`src/rtl/hacd_comp_sched.sv`:
```
// Serialises page-compression jobs from NUM_REQ requesters onto one compressor:
// fetch -> compress -> release -> writeback -> respond. Optional stats: HACD_COMP_SCHED_STATS_EN.
module hacd_comp_sched #(
  parameter int NUM_REQ         = 2,
  parameter int PAGE_ADDR_WIDTH = 36,
  parameter int TIMEOUT_CYCLES  = 4096
) (
  input  logic                               clk_i,
  input  logic                               rst_i,
  input  logic [NUM_REQ-1:0]                 req_valid,
  input  logic [NUM_REQ*PAGE_ADDR_WIDTH-1:0] req_page_addr,
  output logic [NUM_REQ-1:0]                 req_ready,
  output logic                               fetch_req,
  output logic [PAGE_ADDR_WIDTH-1:0]         fetch_addr,
  input  logic                               fetch_done,
  input  logic                               fetch_err,
  output logic                               comp_start,
  input  logic                               comp_done,
  input  logic                               comp_incompressible,
  input  logic [13:0]                        comp_size,
  output logic                               wb_req,
  output logic [PAGE_ADDR_WIDTH-1:0]         wb_addr,
  output logic [13:0]                        wb_size,
  input  logic                               wb_done,
  output logic                               rsp_valid,
  output logic [NUM_REQ-1:0]                 rsp_grant,
  output logic [1:0]                         rsp_status,
  output logic [13:0]                        rsp_size,
  output logic                               busy,
  output logic [15:0]                        stat_comp_cnt,
  output logic [15:0]                        stat_incomp_cnt,
  output logic [15:0]                        stat_err_cnt
);

  localparam int GW = (NUM_REQ > 1) ? $clog2(NUM_REQ) : 1;
  localparam int CW = $clog2(TIMEOUT_CYCLES);

  localparam logic [2:0] S_IDLE    = 3'd0;
  localparam logic [2:0] S_FETCH   = 3'd1;
  localparam logic [2:0] S_COMP    = 3'd2;
  localparam logic [2:0] S_RELEASE = 3'd3;
  localparam logic [2:0] S_WB      = 3'd4;
  localparam logic [2:0] S_RESPOND = 3'd5;

  localparam logic [1:0] ST_COMP    = 2'd0;
  localparam logic [1:0] ST_INCOMP  = 2'd1;
  localparam logic [1:0] ST_FETCHER = 2'd2;
  localparam logic [1:0] ST_TIMEOUT = 2'd3;

  logic [2:0]                 r_state;
  logic [GW-1:0]              r_rr;
  logic [GW-1:0]              r_grant;
  logic [NUM_REQ-1:0]         r_req_ready;
  logic [PAGE_ADDR_WIDTH-1:0] r_addr;
  logic [13:0]                r_size;
  logic [1:0]                 r_status;
  logic [CW-1:0]              r_cnt;
  logic [GW-1:0]              w_gidx;
  logic                       w_timeout;

  // First asserted request at or after the pointer, wrapping; lowest offset wins.
  function automatic logic [GW-1:0] rr_pick(input logic [NUM_REQ-1:0] v, input logic [GW-1:0] p);
    logic [GW-1:0] g;
    g = '0;
    for (int k = NUM_REQ - 1; k >= 0; k--) begin
      if (v[(int'(p) + k) % NUM_REQ]) g = GW'((int'(p) + k) % NUM_REQ);
    end
    return g;
  endfunction

  function automatic logic [GW-1:0] rr_next(input logic [GW-1:0] g);
    return GW'((int'(g) + 1) % NUM_REQ);
  endfunction

  assign w_gidx    = rr_pick(req_valid, r_rr);
  assign w_timeout = (r_cnt == CW'(TIMEOUT_CYCLES - 1));

  always_ff @(posedge clk_i) begin
    if (rst_i) begin
      r_state     <= S_IDLE;
      r_rr        <= '0;
      r_req_ready <= '0;
    end else begin
      r_req_ready <= '0;
      case (r_state)
        S_IDLE: if (|req_valid) begin
          r_req_ready <= NUM_REQ'(1) << w_gidx;
          r_rr        <= rr_next(w_gidx);
          r_state     <= S_FETCH;
        end
        S_FETCH: begin
          if (fetch_err)       r_state <= S_RESPOND;
          else if (fetch_done) r_state <= S_COMP;
        end
        S_COMP: begin
          if (comp_done)                r_state <= S_RELEASE;
          else if (comp_incompressible) r_state <= S_RESPOND;
          else if (w_timeout)           r_state <= S_RELEASE;
        end
        // Hold off until the compressor drops done so the next job starts clean.
        S_RELEASE: if (!comp_done) r_state <= (r_status == ST_COMP) ? S_WB : S_RESPOND;
        S_WB:      if (wb_done) r_state <= S_RESPOND;
        S_RESPOND: r_state <= S_IDLE;
        default:   r_state <= S_IDLE;
      endcase
    end
  end

  // Job payload; only read while the owning state is active, so no reset.
  always_ff @(posedge clk_i) begin
    case (r_state)
      S_IDLE: if (|req_valid) begin
        r_grant <= w_gidx;
        r_addr  <= req_page_addr[int'(w_gidx)*PAGE_ADDR_WIDTH +: PAGE_ADDR_WIDTH];
      end
      S_FETCH: begin
        r_cnt <= '0;
        if (fetch_err) r_status <= ST_FETCHER;
      end
      S_COMP: begin
        r_cnt <= r_cnt + CW'(1);
        if (comp_done) begin
          r_size   <= comp_size;
          r_status <= ST_COMP;
        end else if (comp_incompressible) begin
          r_status <= ST_INCOMP;
        end else if (w_timeout) begin
          r_status <= ST_TIMEOUT;
        end
      end
      default: ;
    endcase
  end

  assign req_ready  = r_req_ready;
  assign fetch_req  = (r_state == S_FETCH);
  assign fetch_addr = fetch_req ? r_addr : '0;
  assign comp_start = (r_state == S_COMP);
  assign wb_req     = (r_state == S_WB);
  assign wb_addr    = wb_req ? r_addr : '0;
  assign wb_size    = wb_req ? r_size : '0;
  assign rsp_valid  = (r_state == S_RESPOND);
  assign rsp_grant  = rsp_valid ? (NUM_REQ'(1) << r_grant) : '0;
  assign rsp_status = rsp_valid ? r_status : '0;
  assign rsp_size   = (rsp_valid && (r_status == ST_COMP)) ? r_size : '0;
  assign busy       = (r_state != S_IDLE);

`ifdef HACD_COMP_SCHED_STATS_EN
  logic [15:0] r_stat_comp, r_stat_incomp, r_stat_err;

  function automatic logic [15:0] sat_inc(input logic [15:0] c);
    return (c == 16'hFFFF) ? c : c + 16'd1;
  endfunction

  always_ff @(posedge clk_i) begin
    if (rst_i) begin
      r_stat_comp   <= '0;
      r_stat_incomp <= '0;
      r_stat_err    <= '0;
    end else if (rsp_valid) begin
      case (r_status)
        ST_COMP:   r_stat_comp   <= sat_inc(r_stat_comp);
        ST_INCOMP: r_stat_incomp <= sat_inc(r_stat_incomp);
        default:   r_stat_err    <= sat_inc(r_stat_err);
      endcase
    end
  end

  assign stat_comp_cnt   = r_stat_comp;
  assign stat_incomp_cnt = r_stat_incomp;
  assign stat_err_cnt    = r_stat_err;
`else
  assign stat_comp_cnt   = '0;
  assign stat_incomp_cnt = '0;
  assign stat_err_cnt    = '0;
`endif

endmodule
```
`config.mk`:
```
export PLATFORM = sky130hd
export DESIGN_NAME = hacd_comp_sched
export DESIGN_NICKNAME = d
export VERILOG_FILES = /design/src/rtl/hacd_comp_sched.sv
export SDC_FILE = /design/constraint.sdc
export NUM_CORES = 1
export LEC_CHECK = 0
export ABC_AREA = 1
export CORE_UTILIZATION = 38
export DETAILED_ROUTE_END_ITERATION = 7
export PLACE_DENSITY = 0.88
export REMOVE_ABC_BUFFERS = 1
export SYNTH_ARGS = -nofsm -noshare
export SYNTH_HDL_FRONTEND = slang
export SYNTH_SLANG_ARGS = --single-unit
```
`constraint.sdc`:
```
create_clock -name clk_i -period 3.8 [get_ports clk_i]
set_clock_uncertainty 0.05 [all_clocks]
set_input_delay 0.76 -clock clk_i [delete_from_list [all_inputs] [get_ports clk_i]]
set_output_delay 0.76 -clock clk_i [all_outputs]
set_load 0.05 [all_outputs]
```
Word level (Yosys, flattened, before mapping)
Cells that the tools add are included.
{ "word_totals": {"inputBits": 95, "output_inout_bits": 159, "register_bits": 71, "word_cells": 72} }
{ "op_classes": {"n_bitwise": 3, "mul": 1, "reduce_logical": 11, "n_shift": 3, "n_lt_le_gt_ge": 2, "eq_ne": 12, "addsub": 3, "muxes": 29} }
{ "ops": {"columns": ["cell", "count"], "rows": [
  ["$mux 36", 2],
  ["$shiftx 72x8->36", 1],
  ["$mux 14", 2],
  ["$mux 3", 8],
  ["$pmux 12 s2", 1],
  ["$pmux 3 s5", 1],
  ["$add 12x1->12 const B", 1],
  ["$eq 12x12->1 const B", 1],
  ["$mux 2", 6],
  ["$mux 1", 8],
  ["$eq 3x2->1 const B", 2],
  ["$eq 3x3->1 const B", 2],
  ["$mul 1x4->5 const B", 1],
  ["$reduce_and 5->1", 1],
  ["$ne 2x1->1 const B", 2],
  ["$ne 2x2->1 const B", 2],
  ["$ne 4x1->1 const B", 1],
  ["$pmux 2 s2", 1],
  ["$reduce_and 2->1", 2],
  ["$shl 1x1->2 const A", 2],
  ["$eq 3x1->1 const B", 1],
  ["$logic_not 3->1", 1],
  ["$lt 2x3->1 const B", 1],
  ["$ne 3x1->1 const B", 1],
  ["11 further kinds", 13]
]} }

Depth between registers and ports, before layout
Gate-level depths: netlist (run 1).
{ "logic_depth": {"depth_word": 9, "depth_mapped": 9, "mapped_depth_nobuf": 9} }

Worst setup path before layout (run 1)
Ideal clock, no wire load.
{ "synth_timing": {"kind": "reg2reg", "startpoint": "register r_state[1]", "endpoint": "register r_rr", "setup_time_ps": 89, "required_time_ps": 3661, "stages_incl_launch_ff": 6, "period_less_slack_ps": 3155, "setup_slack_ps": 645, "arrival_ps": 3016, "n_path_buf": 0, "path_cell_list": "dfxtp_1 nor2_2 nand2_1 nor2_1 nand2_1 o22ai_1"} }
{ "synth_between": {"elab_chain_len": 2} }
{ "synth_rtl": {"columns": ["element", "line", "rtl"], "rows": [
  ["start: declaration", "50", "logic [2:0] r_state;"],
  ["start signal: assignment", "101", "S_RELEASE: if (!comp_done) r_state <= (r_status == ST_COMP) ? S_WB : S_RESPOND;"],
  ["$logic_not 3->1", "85", "case (r_state)"],
  ["$reduce_and 2->1 (no line)", null, null],
  ["end signal: assignment", "88", "r_rr <= rr_next(w_gidx);"],
  ["end: declaration", "51", "logic [GW-1:0] r_rr;"]
]} }
No other way between the ends.
A chain may end at the register's enable or synchronous reset.

Worst setup path after layout (run 1)
{ "layout_timing": {"startpoint": "register r_state[0]", "endpoint": "output fetch_addr[15]"} }
{ "layout_between": {"elab_chain_len": 2} }
{ "layout_rtl": {"columns": ["element", "line", "rtl"], "rows": [
  ["$eq 3x1->1", "136", "assign fetch_req = (r_state == S_FETCH);"],
  ["$mux 36", "137", "assign fetch_addr = fetch_req ? r_addr : '0;"],
  ["end: declaration", "14", "output logic [PAGE_ADDR_WIDTH-1:0] fetch_addr,"]
]} }
No other way between the ends.

==> run_results.csv, run 1 <==
group,metric,value,unit
power_and_ir_drop,ir_worst_vdd,0.000406,V
setup_path,r2r-start,"r_state[0]$_SDFFE_PP0P_",
logic_synthesis,synthDistinctLibCells,29,
detailed_routing,drc_errors,0,
setup_path,cp.depth,5,
global_route,grtUsageMet2,34.9,%
finish,fin_nets,816,
clock_tree,numCtsBuffers,9,
setup_path,crit_path_cell_trace,"inv_1 > nor2_4 > nand2_2 > nor2_1 > clkdlybuf4s50_1",
global_route,grt_pass1_wl,17.3,mm
finish,diodes,0,
logic_synthesis,synthFlopType,"edfxtp_1",
placed_design,port_buffers,205,
setup_path,r2r_slack,1.27,ns
finish,num-fill-cells,876,
floorplanning,die_y,106,µm
clock_tree,clock_sinks,71,
floorplanning,core_area,10400,µm²
logic_synthesis,avgSynthCellArea,7.92,µm²
sta,fin_crit_sh,89.2,%
placed_design,dpl.hpwl,8.22,mm
detailed_routing,vias,3768,
floorplanning,ioPinCount,254,
sta,worstMarginPinSlew,0.764,ns
setup_path,r2r-end,"r_status[0]$_SDFFCE_PP0P_",
global_route,use_met1,24.2,%
floorplanning,fp.dieW,106,µm
clock_tree,post_cts_buffers,0,
logic_synthesis,ys_seq_area_share,50.5,%
placed_design,place_congestion,0.862,
logic_synthesis,synthArstFlopShare,0,%
finish,multiInputGateArea,1490,µm²
sta,max_freq,295,MHz
floorplanning,start_util,39.4,%
placed_design,placed_cells,845,
setup_path,crit_end,"fetch_addr[15]",
outcome,outcome,"complete, no violations",
setup_path,slowest_stage,"clkdlybuf4s50_1",
min_path,hold_class,"register to register",
sta,slew_viol_final,0,
detailed_routing,routed_via_density,4.38,
setup_path,crit_family,"buffers and inverters",
logic_synthesis,yosysWarnings,0,
setup_path,cp.buffers_inverters,2,
finish,area_delta_synth_final,53.2,%
setup_path,slowest_delay,0.85,ns
logic_synthesis,postSynthCellCount,518,
setup_path,r2r_cells,6,
finish,final_cells,861,
detailed_routing,routed_wirelength,11.0,mm
global_route,grt-ovfl-total,0,
global_route,grt_util_all_layers,19.8,%
clock_tree,htree_num_levels,3,
finish,drive_gt1_share,4.41,%
floorplanning,num_rows,37,
global_route,antenna_found_initial,0,
sta,hold_viol_final,0,
clock_tree,path_clk_slew,0.07,ns
sta,fin_crit,3.39,ns
global_route,grt_max_degree,38,
clock_tree,cts_buffer_depth,2,
logic_synthesis,synth_edf_count,65,
clock_tree,cts_root_buf,"clkbuf_8",
clock_tree,cts-resized-gates,0,
sta,setup_viol,0,
sta,setup-tns-final,0,ns
setup_path,startpoint_type,"register",
logic_synthesis,ys_ff_latch,71,
sta,rsz0062_at_grt,"no",
logic_synthesis,netlist_area,4100,µm²
setup_path,cp.required,2.99,ns
power_and_ir_drop,p_per_area,689,nW/µm²
setup_path,worstSetupStartpoint,"r_state[0]$_SDFFE_PP0P_",
min_path,whs_path_depth,2,
global_route,first_global_vias,3588,
global_route,grt_use_met3,3.43,%
setup_path,path_class,"register to primary output",
setup_path,endpoint_kind,"primary output",
clock_tree,hold_buffers,0,
finish,finalCoreUtilization,60.3,%
detailed_routing,first_iter_violations,168,
flow_run,maxCapViolCount,0,
power_and_ir_drop,p_leak,2.81,nW
setup_path,cp_max_fo,37,
clock_tree,cts_tree,"built",
power_and_ir_drop,power,4.33,mW
global_route,top_usage_layer,"met2",
detailed_routing,ant_nets,0,
detailed_routing,wl_per_cell,12.7,µm
setup_path,cp_data_arrival_time,2.58,ns
detailed_routing,first_pass_iters,4,
sta,slew_headroom,48.9,%
finish,seq_area,2070,µm²
clock_tree,worstSkewPairLatency,0.33,ns
floorplanning,dieArea,11200,µm²
cells in the mapped netlist (all sizes together) (2+ instances only):
master / number / area (µm²)
edfxtp: 65 / 1950
dfxtp: 6 / 120
buf: 64 / 443
inv: 73 / 274
o21ai: 6 / 30.0
nor3: 3 / 26.3
nand3b: 2 / 15.0
clkbuf: 2 / 7.51
nor2: 129 / 504
nand2: 135 / 514
a21oi: 7 / 35.0
xor2: 4 / 35.0
nand4: 3 / 18.8
nand3: 13 / 80.1
where the power goes:
group          total, mW  leakage (nW)  internal [mW]  switching (mW)
Sequential          1.32         0.672           1.20           0.116
Combinational       2.50          2.06          0.716            1.78
Clock              0.516        0.0825          0.251           0.266
routing by layer:
metal / part of all wire, % / wire, µm
met1: 40 / 4360
met5: 0 / 0
met3: 6.9 / 757
met2: 52 / 5710
met4: 1.3 / 143
cell type report:
class | count | area share, %
multi-input cells | 355 | 23.7
inverters | 73 | 4.36
clock buffers | 13 | 2.37
repair buffers | 210 | 33.7
clock inverters | 3 | 0.199
flip-flops and latches | 71 | 33.0
well taps | 136 | 2.71
worst min-delay path by stage:
stage	slack, ns	endpoint	from
floorplan	0.41	r_rr$_SDFFE_PP0P_	r_rr$_SDFFE_PP0P_
global placement	0.43	r_rr$_SDFFE_PP0P_	r_rr$_SDFFE_PP0P_
detailed placement	0.44	r_rr$_SDFFE_PP0P_	r_rr$_SDFFE_PP0P_
CTS	0.45	r_rr$_SDFFE_PP0P_	r_rr$_SDFFE_PP0P_
global route	0.50	r_rr$_SDFFE_PP0P_	r_rr$_SDFFE_PP0P_
finish	0.45	r_rr$_SDFFE_PP0P_	r_rr$_SDFFE_PP0P_
registers in the layout (all words and copies together), names as in the netlist:
| signal | count |
|---|---|
| r_size | 14 |
| r_grant | 1 |
| r_addr | 36 |
| r_status | 2 |
| req_ready | 2 |
| r_rr | 1 |
| r_state | 3 |
| r_cnt | 12 |
layout by cell type (no fill, tap or decap):
cell type,n
a21boi_0,1
a21oi_1,7
buf_12,2
buf_4,3
clkbuf_1,3
clkbuf_8,10
clkdlybuf4s50_1,205
clkinv_1,2
clkinv_2,1
conb_1,48
dfxtp_1,6
edfxtp_1,65
ha_1,1
inv_1,70
inv_2,3
nand2_1,131
nand2_2,4
nand3_1,10
nand3_2,3
nand3b_1,2
nand4_1,3
nor2_1,124
nor2_2,2
nor2_4,3
nor3_1,2
nor3_4,1
o21a_1,1
o21ai_0,6
o22ai_1,1
xnor2_1,1
xor2_1,4
cells by family (layout without fill, tap and decap cells):
kind of cell	Yosys count	count (layout)	synth area share, %
AO/OA/AOI/OAI	16	16	2.11
XOR/XNOR	5	5	1.07
adder cells (fa/ha/maj)	1	1	0.305
buffers and inverters	139	299	17.7
flip-flops	71	71	50.5
other	1	48	0.0914
AND/OR/NAND/NOR	285	285	28.2
worst min-delay path, delay by kind of cell (launching register included):
kind            cells  cell delay, ns
compound gates      1            0.08
flops               1            0.31
simple gates        1            0.06
per-stage QoR:
| step | area [µm²] | setup slack, ns | hold slack (ns) |
|---|---|---|---|
| detailed placement | 6120 | 0.770 | 0.436 |
| global route | 6280 | 0.181 | 0.500 |
| finish | 6280 | 0.411 | 0.446 |
| floorplan | 3830 | 0.645 | 0.414 |
| CTS | 6280 | 0.383 | 0.448 |
| global placement | 6120 | 0.794 | 0.425 |
(Power assumes the default switching activity.)
==> run 2: changes to the inputs <==
--- a/config.mk
+++ b/config.mk
@@ -8,6 +8,7 @@
 export ABC_AREA = 1
 export CORE_UTILIZATION = 38
 export DETAILED_ROUTE_END_ITERATION = 7
+export MAX_ROUTING_LAYER = met4
 export PLACE_DENSITY = 0.88
 export REMOVE_ABC_BUFFERS = 1
 export SYNTH_ARGS = -nofsm -noshare
==> run 2 against run 1 <==
- utilization stayed put
- largest cell class unchanged
- cell count stayed put
- wire length hardly changed
- highest routed layer unchanged
- design area stayed put
- combinational power about the same
- critical path depth is the same
- power barely moved
- clock power barely moved
- die area is the same
- critical endpoint unchanged
==> run_results.csv, run 2 (synthesis results as in run 1) <==
group,metric,value,unit
sta,setup_viol,0,
sta,whs,0.446,ns
clock_tree,numCtsBuffers,9,
global_route,grt_max_degree,38,
global_route,first_global_vias,3587,
global_route,grt-ovfl-total,0,
finish,largest_register_ffs,36,
clock_tree,worstSkewPairLatency,0.33,ns
setup_path,cp.required,2.99,ns
finish,diodes,0,
sta,fin_crit,3.39,ns
clock_tree,htree_num_levels,3,
finish,layout_common_cells,"clkdlybuf4s50_1, nand2_1, nor2_1, inv_1, edfxtp_1",
power_and_ir_drop,ir_worst_vdd,0.000407,V
placed_design,port_buffers,205,
placed_design,place_congestion,0.875,
floorplanning,ioPinCount,254,
finish,largest-register,"r_addr",
placed_design,dpl.hpwl,8.22,mm
sta,fin_crit_sh,89.3,%
finish,drive_gt1_share,4.41,%
setup_path,startpoint_type,"register",
global_route,antenna_found_initial,0,
sta,slew_headroom,48.6,%
detailed_routing,ant_nets,0,
finish,area_delta_synth_final,53.2,%
detailed_routing,routed_via_density,4.37,
sta,max_freq,295,MHz
power_and_ir_drop,p_leak,2.81,nW
floorplanning,dieArea,11200,µm²
floorplanning,core_area,10400,µm²
sta,rsz0062_at_grt,"no",
clock_tree,clock_sinks,71,
min_path,hold_class,"register to register",
setup_path,cp_max_fo,37,
detailed_routing,first_iter_violations,164,
clock_tree,cts_tree,"built",
min_path,whs_path_depth,2,
clock_tree,cts_buffer_depth,2,
clock_tree,post_cts_buffers,0,
clock_tree,hold_buffers,0,
setup_path,r2r-end,"r_status[0]$_SDFFCE_PP0P_",
detailed_routing,vias,3765,
global_route,grt_pass1_wl,17.3,mm
detailed_routing,drc_errors,0,
sta,slew_viol_final,0,
sta,worstMarginPinSlew,0.768,ns
clock_tree,cts_root_buf,"clkbuf_8",
finish,top_regs,"r_addr x36, r_size x14, r_cnt x12",
setup_path,path_class,"register to primary output",
finish,fin_nets,816,
detailed_routing,first_pass_iters,4,
clock_tree,path_clk_slew,0.07,ns
floorplanning,fp.dieW,106,µm
min_path,hp-start,"r_rr$_SDFFE_PP0P_",
sta,setup-tns-final,0,ns
global_route,grt_util_all_layers,20.4,%
floorplanning,start_util,39.4,%
setup_path,r2r_cells,6,
floorplanning,die_y,106,µm
clock_tree,cts-resized-gates,0,
detailed_routing,routed_wirelength,11.0,mm
setup_path,r2r-start,"r_state[0]$_SDFFE_PP0P_",
floorplanning,num_rows,37,
detailed_routing,wl_per_cell,12.7,µm
setup_path,cp_data_arrival_time,2.58,ns
setup_path,r2r_slack,1.28,ns
finish,layout_commonest_cell,"clkdlybuf4s50_1",
min_path,min_to,"r_rr$_SDFFE_PP0P_",
flow_run,maxCapViolCount,0,
sta,hold_viol_final,0,
power_and_ir_drop,p_per_area,690,nW/µm²
setup_path,endpoint_kind,"primary output",
finish,finalCoreUtilization,60.3,%
outcome,outcome,"complete, no violations",
run 2: worst max path at each step:
stage	start	to	slack (ns)	cells past startpoint
after floorplan	r_state[1]$_SDFFE_PP0P_	r_rr$_SDFFE_PP0P_	0.64	5
after global placement	r_state[0]$_SDFFE_PP0P_	fetch_addr[15]	0.79	5
after detailed placement	r_state[0]$_SDFFE_PP0P_	fetch_addr[15]	0.77	5
after CTS	r_state[0]$_SDFFE_PP0P_	fetch_addr[15]	0.38	5
after global routing	r_state[0]$_SDFFE_PP0P_	fetch_addr[4]	0.18	5
final	r_state[0]$_SDFFE_PP0P_	fetch_addr[15]	0.41	5
run 2: cell type report:
class / count / area [µm²]
fill: 876 / 4130
clock inverter: 3 / 12.5
sequential: 71 / 2070
timing repair buffer: 210 / 2110
multi-input combinational: 355 / 1490
inverter: 73 / 274
clock buffer: 13 / 149
tap: 136 / 170
run 2: layer usage:
| metal | vias to the layer above | routed length, µm | GRT usage, % |
|---|---|---|---|
| met4 | 0 | 198 | 7.44 |
| met1 | 1687 | 4440 | 24.6 |
| met3 | 16 | 693 | 2.82 |
| li1 | 1886 | - | - |
| met5 | - | 0 | - |
| met2 | 176 | 5640 | 34.8 |
run 2: critical path, cell delays in order (launching register included):
cell and delay [ns]:
dfxtp_1 0.39, inv_1 0.13, nor2_4 0.13, nand2_2 0.42
nor2_1 0.30, clkdlybuf4s50_1 0.85
run 2: per-stage QoR:
| step | instances | power, mW | worst slack [ns] | instance area, µm² |
|---|---|---|---|---|
| 2_1_floorplan | 499 | 2.96 | 0.645 | 3830 |
| 3_3_place_gp | 845 | 3.80 | 0.794 | 6120 |
| 3_5_place_dp | 845 | 3.84 | 0.770 | 6120 |
| 4_1_cts | 861 | 4.37 | 0.383 | 6280 |
| 5_1_grt | 861 | 4.59 | 0.181 | 6280 |
| 6_report | 861 | 4.33 | 0.405 | 6280 |
run 2: report_power, final:
group	switching, mW	internal (mW)	leakage [nW]
clock	0.267	0.251	0.0825
combinational	1.78	0.716	2.06
sequential	0.115	1.20	0.672
total	2.17	2.17	2.81
